**config.mk**
```make
export PLATFORM = sky130hd
export DESIGN_NAME = cr16_control
export DESIGN_NICKNAME = d
export VERILOG_FILES = /design/src/rtl/cr16_control.sv
export SDC_FILE = /design/constraint.sdc
export NUM_CORES = 1
export LEC_CHECK = 0
export BUFFER_PORTS_ARGS = -buffer_cell sky130_fd_sc_hd__buf_4
export CAP_MARGIN = 40
export CORE_ASPECT_RATIO = 0.75
export CORE_MARGIN = 2
export CORE_UTILIZATION = 42
export CTS_BUF_LIST = sky130_fd_sc_hd__clkbuf_16
export CTS_CLUSTER_DIAMETER = 200
export DETAILED_ROUTE_END_ITERATION = 6
export PLACE_DENSITY = 0.74
export SLEW_MARGIN = 0
export SYNTH_ARGS = -nofsm -noshare
export SYNTH_HDL_FRONTEND = slang
export SYNTH_SLANG_ARGS = --single-unit
export TNS_END_PERCENT = 100
```
**constraint.sdc**
```tcl
create_clock -name clk -period 3 [get_ports clk]
set_input_delay 0.15 -clock clk [delete_from_list [all_inputs] [get_ports clk]]
set_output_delay 0.15 -clock clk [all_outputs]
set_load 0.01 [all_outputs]
```
**src/rtl/cr16_control.sv**
```systemverilog
// cr16_control -- multi-cycle CR16 subset control unit.
// Sequences FETCH -> DECODE -> EXECUTE -> WRITEBACK per instruction and
// drives the register-file / ALU / shifter controls plus the program counter.
// Optional feature macro: CR16_BRANCH_EN enables Bcond (op 1100). When the
// macro is undefined, op 1100 is a NOP and the pc only ever increments.
module cr16_control (
   input  logic        clk,
   input  logic        reset,
   output logic        memRead,
   output logic [15:0] memAddr,
   input  logic [15:0] memData,
   input  logic        memValid,
   output logic [15:0] pc,
   output logic [15:0] srcAddr,
   output logic [15:0] dstAddr,
   output logic [15:0] immd,
   output logic        pcInstruction,
   output logic        rTypeInstruction,
   output logic        shiftInstruction,
   output logic        regWrite,
   output logic [2:0]  aluOp,
   output logic [3:0]  shiftAmount,
   input  logic [15:0] resultData,
   input  logic [15:0] outputFlags,
   output logic        halted
);

   typedef enum logic [2:0] {
      S_FETCH     = 3'd0,
      S_DECODE    = 3'd1,
      S_EXECUTE   = 3'd2,
      S_WRITEBACK = 3'd3,
      S_HALT      = 3'd4
   } state_t;

   localparam logic [2:0] ALU_ADD = 3'b000;
   localparam logic [2:0] ALU_SUB = 3'b001;
   localparam logic [2:0] ALU_AND = 3'b010;
   localparam logic [2:0] ALU_OR  = 3'b011;
   localparam logic [2:0] ALU_XOR = 3'b100;
   localparam logic [2:0] ALU_CMP = 3'b101;
   localparam logic [2:0] ALU_MOV = 3'b110;

   state_t      state;
   state_t      state_next;
   logic [15:0] ir;

   // decoded fields (combinational, from ir)
   logic [3:0]  op;
   logic [3:0]  rd;
   logic [3:0]  ext;
   logic [3:0]  rs;
   logic [15:0] imm_sext;
   logic [15:0] imm_zext;

   logic [2:0]  d_alu;
   logic [15:0] d_immd;
   logic        d_rtype;
   logic        d_shift;
   logic        d_pcinstr;
   logic        d_write;
   logic        d_branch;

   // decode results held from DECODE through WRITEBACK
   logic        write_q;
   logic        branch_q;
   logic [3:0]  cond_q;
   logic        taken;

   // flag bits other than zero/negative are not consumed by this unit
   logic        unused_flags;

   assign op       = ir[15:12];
   assign rd       = ir[11:8];
   assign ext      = ir[7:4];
   assign rs       = ir[3:0];
   assign imm_sext = {{8{ir[7]}}, ir[7:0]};
   assign imm_zext = {8'd0, ir[7:0]};
   assign memAddr  = pc;
   assign unused_flags = ^{outputFlags[15:5], outputFlags[2:0]};

   function automatic logic cond_taken(input logic [3:0] c, input logic z, input logic n);
      case (c)
         4'b0000: return z;            // EQ
         4'b0001: return !z;           // NE
         4'b0110: return !n && !z;     // GT
         4'b1110: return 1'b1;         // always
         default: return 1'b0;         // never
      endcase
   endfunction

   assign taken = branch_q && cond_taken(cond_q, outputFlags[3], outputFlags[4]);

   // Instruction decode; anything not recognised falls through as a NOP.
   always_comb begin
      d_alu     = ALU_ADD;
      d_immd    = 16'd0;
      d_rtype   = 1'b0;
      d_shift   = 1'b0;
      d_pcinstr = 1'b0;
      d_write   = 1'b0;
      d_branch  = 1'b0;
      case (op)
         4'b0000: begin
            case (ext)
               4'b0101: begin d_alu = ALU_ADD; d_rtype = 1'b1; d_write = 1'b1; end
               4'b1001: begin d_alu = ALU_SUB; d_rtype = 1'b1; d_write = 1'b1; end
               4'b0001: begin d_alu = ALU_AND; d_rtype = 1'b1; d_write = 1'b1; end
               4'b0010: begin d_alu = ALU_OR;  d_rtype = 1'b1; d_write = 1'b1; end
               4'b0011: begin d_alu = ALU_XOR; d_rtype = 1'b1; d_write = 1'b1; end
               4'b1011: begin d_alu = ALU_CMP; d_rtype = 1'b1; end
               4'b1101: begin d_alu = ALU_MOV; d_rtype = 1'b1; d_write = 1'b1; end
               default: ;
            endcase
         end
         4'b0101: begin d_alu = ALU_ADD; d_immd = imm_sext; d_write = 1'b1; end
         4'b1001: begin d_alu = ALU_SUB; d_immd = imm_sext; d_write = 1'b1; end
         4'b0001: begin d_alu = ALU_AND; d_immd = imm_zext; d_write = 1'b1; end
         4'b0010: begin d_alu = ALU_OR;  d_immd = imm_zext; d_write = 1'b1; end
         4'b0011: begin d_alu = ALU_XOR; d_immd = imm_zext; d_write = 1'b1; end
         4'b1011: begin d_alu = ALU_CMP; d_immd = imm_sext; end
         4'b1101: begin d_alu = ALU_MOV; d_immd = imm_sext; d_write = 1'b1; end
         4'b1000: begin
            if (ext == 4'b0000) begin
               d_shift = 1'b1;
               d_write = 1'b1;
            end
         end
`ifdef CR16_BRANCH_EN
         4'b1100: begin
            d_pcinstr = 1'b1;
            d_alu     = ALU_ADD;
            d_immd    = imm_sext;
            d_branch  = 1'b1;
         end
`endif
         default: ;
      endcase
   end

   // State register.
   always_ff @(posedge clk) begin
      if (reset) state <= S_FETCH;
      else       state <= state_next;
   end

   // Next-state logic; HALT is only left through reset.
   always_comb begin
      state_next = state;
      case (state)
         S_FETCH:     if (memValid) state_next = S_DECODE;
         S_DECODE:    state_next = (op == 4'b1111) ? S_HALT : S_EXECUTE;
         S_EXECUTE:   state_next = S_WRITEBACK;
         S_WRITEBACK: state_next = S_FETCH;
         S_HALT:      state_next = S_HALT;
         default:     state_next = S_FETCH;
      endcase
   end

   // State-decoded outputs; regWrite is masked by reset so a reset landing
   // in WRITEBACK never commits the write.
   always_comb begin
      memRead  = (state == S_FETCH);
      halted   = (state == S_HALT);
      regWrite = (state == S_WRITEBACK) && write_q && !reset;
   end

   // Instruction register, registered decode outputs and program counter.
   always_ff @(posedge clk) begin
      if (reset) begin
         ir               <= 16'd0;
         pc               <= 16'd0;
         srcAddr          <= 16'd0;
         dstAddr          <= 16'd0;
         immd             <= 16'd0;
         aluOp            <= 3'd0;
         shiftAmount      <= 4'd0;
         pcInstruction    <= 1'b0;
         rTypeInstruction <= 1'b0;
         shiftInstruction <= 1'b0;
         write_q          <= 1'b0;
         branch_q         <= 1'b0;
         cond_q           <= 4'd0;
      end else begin
         case (state)
            S_FETCH: begin
               if (memValid) ir <= memData;
            end
            S_DECODE: begin
               srcAddr          <= {12'd0, rs};
               dstAddr          <= {12'd0, rd};
               immd             <= d_immd;
               aluOp            <= d_alu;
               shiftAmount      <= d_shift ? rs : 4'd0;
               pcInstruction    <= d_pcinstr;
               rTypeInstruction <= d_rtype;
               shiftInstruction <= d_shift;
               write_q          <= d_write;
               branch_q         <= d_branch;
               cond_q           <= rd;
            end
            S_WRITEBACK: begin
               pc <= taken ? resultData : pc + 16'd1;
            end
            default: ;
         endcase
      end
   end

endmodule

```
==> impl_metrics.csv <==
group,metric,value,unit
clock_tree,holdBufCountCts,0,
floorplanning,core,6860,µm²
worst_setup_path,endpoint_kind,"flop",
hold_path,hp-start,"memData[1]",
timing,worst_pin_slew,0.733,ns
clock_tree,cts_buffer_depth,2,
final_layout,final_layout_size_suffix_gt1_share,24.5,%
yosys,synthFlopType,"dfxtp_1",
power_and_ir_drop,vdd_ir_drop_max,0.000359,V
worst_setup_path,rrSetupSlack,1.10,ns
worst_setup_path,r2r.worst_path.cells,4,
timing,rsz0062_at_grt,"false",
timing,fin_crit_sh,63.5,%
final_layout,nNetsFinal,480,
yosys,ys_types,42,
floorplanning,die_area,7850,µm²
global_routing,grt_pass1_vias,2427,
worst_setup_path,regToRegStartpoint,"state[1]",
timing,fin_crit,1.90,ns
place,place_hpwl,4840,µm
global_routing,antenna_found_initial,0,
hold_path,hold_class,"input pin to flop",
flow_run,drv_cap,0,
yosys,yosysTopAreaCellShare,41.3,%
timing,fin_skew,0.00759,ns
yosys,ys.warnings.count,0,
detailed_routing,drt_first_pass_iters,4,
floorplanning,die_y,77.2,µm
clock_tree,root_buffer,"clkbuf_16",
clock_tree,cts-buffers-inserted,9,
worst_setup_path,path_cells,"nand3b_4 > or2_1 > or4_1 > a21oi_1",
worst_setup_path,crit_path_max_fanout,11,
detailed_routing,routed_wl,7070,µm
yosys,netlist_instances,379,
floorplanning,start_util,43.8,%
yosys,synth_commonest_cells,"nand2_1 (74), dfxtp_1 (62), a21oi_1 (50), buf_4 (49), clkbuf_1 (22)",
worst_setup_path,critPathLaunch,"state[1]",
yosys,synth.avg_cell_area,7.93,µm²
power_and_ir_drop,p_per_area,556,nW/µm²
global_routing,overflow,0,
worst_setup_path,crit_arrival,2.15,ns
timing,fin_tns_setup,0,ns
detailed_routing,dr.first_iter.drc_count,84,
hold_path,hold_path_depth,3,
place,portBuffers,86,
floorplanning,dieWidth,102,µm
yosys,synth_most_common_cell,"nand2_1",
yosys,synth-edff-count,0,
final_layout,syn_to_final_growth,24.0,%
detailed_routing,ant_nets,0,
global_routing,grt_pass1_wl,11600,µm
floorplanning,rows,26,
worst_setup_path,max_stage_delay,0.56,ns
yosys,synth_async_sr_flop_share,0,%
clock_tree,cts_sinks,62,
floorplanning,io_pins,144,
final_layout,antenna_cells,0,
detailed_routing,wl_per_cell,13.3,µm
timing,finalHoldViolCount,0,
clock_tree,post_cts_resized,0,
yosys,syn_area,3000,µm²
worst_setup_path,slowest_stage,"dfxtp_1",
detailed_routing,vias_per_cell,4.93,
worst_setup_path,crit_family,"simple AND/OR/NAND/NOR gates",
hold_path,whs_endpoint,"ir[1]",
outcome,status,"complete, no violations",
power_and_ir_drop,leakagePower,1.51,nW
detailed_routing,drc_errors,0,
yosys,yosys.area.top_type,"dfxtp_1",
clock_tree,cts_setup_buffers,0,
worst_setup_path,worstPathRequired,3.24,ns
clock_tree,cts_tree,"yes",
timing,maxSlewHeadroom,50.9,%
clock_tree,h-tree-depth,3,
worst_setup_path,path_class,"flop to flop",
yosys,ys_seq_area_share,41.3,%
final_layout,final_core_util,54.3,%
timing,setup_violations,0,
clock_tree,clk_pin_slew,0.05,ns
place,gp_congestion,0.780,
worst_setup_path,cp_num_buf_inv,0,
clock_tree,clk_latency,0.32,ns
timing,fmax,525,MHz
power_and_ir_drop,total_power,2.07,mW
global_routing,grt_max_degree,65,
worst_setup_path,setup.worst_path.start_class,"flop",
worst_setup_path,r2r_end,"memAddr[15]",
yosys,synth_area_leaders,"dfxtp_1 (41%), buf_4 (12%), nand2_1 (9.2%)",
yosys,synth-seq-cells,62,
final_layout,fill_cells,667,
timing,slew_viol_final,0,
global_routing,grt.total_usage,18.6,%
detailed_routing,vias,2618,
## tightest hold or removal path, cell delays in order
cell     delay (ns)
buf_4          0.11
nand2_1        0.05
a21oi_1        0.05
## cell usage in the layout, fill, tap and decap left out, types with 3 or more instances in the layout
master / netlist / layout
a21oi_1: 50 / 50
buf_4: 49 / 87
clkbuf_16: 0 / 9
conb_1: 1 / 25
dfxtp_1: 62 / 62
inv_1: 5 / 6
nand2_1: 74 / 74
nand2b_1: 3 / 3
nand3_1: 20 / 20
nand3b_1: 3 / 3
nand4_1: 5 / 5
nor2_1: 15 / 14
nor2b_1: 3 / 3
nor3_1: 10 / 10
nor3b_1: 3 / 3
nor4_1: 3 / 3
o21ai_0: 3 / 3
o31ai_1: 3 / 3
or3_1: 3 / 3
or4_1: 4 / 4
xnor2_1: 5 / 5
xor2_1: 4 / 4
## state kept, by name (all words and copies together), names as in the netlist
signal            count
shiftInstruction      1
immd                  9
memAddr              16
srcAddr               4
ir                   16
rTypeInstruction      1
cond_q                4
shiftAmount           4
aluOp                 3
write_q               1
state                 3
## power breakdown
part           leakage [nW]  internal, mW  switching (mW)  total, mW
combinational         0.868        0.0749           0.114      0.189
sequential            0.503         0.850          0.0393      0.890
clock                 0.140         0.636           0.359      0.994
total                  1.51          1.56           0.512       2.07
## layout make-up
cell class | instances | area, µm² | share of cell area [%]
Clock buffer | 9 | 225 | 6.04
Clock inverter | 7 | 66.3 | 1.78
Inverter | 5 | 18.8 | 0.504
Multi-Input combinational cell | 262 | 1370 | 36.8
Sequential cell | 62 | 1240 | 33.3
Tap cell | 98 | 123 | 3.29
Timing Repair Buffer | 88 | 681 | 18.3
## stage by stage
| step | cell area, µm² | cells | worst slack, ns | hold WS, ns |
|---|---|---|---|---|
| floorplan | 3090 | 403 | 1.37 | 0.286 |
| CTS | 3730 | 531 | 1.11 | 0.0665 |
| global placement | 3410 | 514 | 1.12 | 0.400 |
| detailed placement | 3430 | 515 | 1.11 | 0.406 |
| global route | 3730 | 531 | 0.896 | 0.0766 |
| finish | 3730 | 531 | 1.10 | 0.0785 |
## logic make-up (layout without fill, tap and decap cells)
group,count (synthesis),count (layout),share of synthesized area [%]
flops,62,62,41.3
compound gates,69,69,13.1
xor+xnor,9,9,2.62
simple gates,155,155,25.2
other cells,1,25,0.125
buf+inv,79,109,16.1
fa+ha+maj,1,1,0.416
mux,3,3,1.04
## routing by layer
layer / vias to the layer above / share of wire, % / track usage, %
met4: 0 / 0.86 / 6.89
li1: 1314 / - / -
met2: 84 / 48 / 28.8
met3: 4 / 6.8 / 5.83
met1: 1216 / 44 / 24.2
met5: - / 0 / 0
## worst max path at each step
| stage | to | slack (ns) | cells after the start |
|---|---|---|---|
| 2_1_floorplan | write_q | 1.37 | 5 |
| 3_3_place_gp | write_q | 1.12 | 4 |
| 3_5_place_dp | memAddr[15] | 1.11 | 4 |
| 4_1_cts | memAddr[15] | 1.11 | 4 |
| 5_1_grt | immd[0] | 0.90 | 5 |
| 6_report | memAddr[15] | 1.10 | 4 |
No activity file was read; power rests on OpenSTA's default activity.
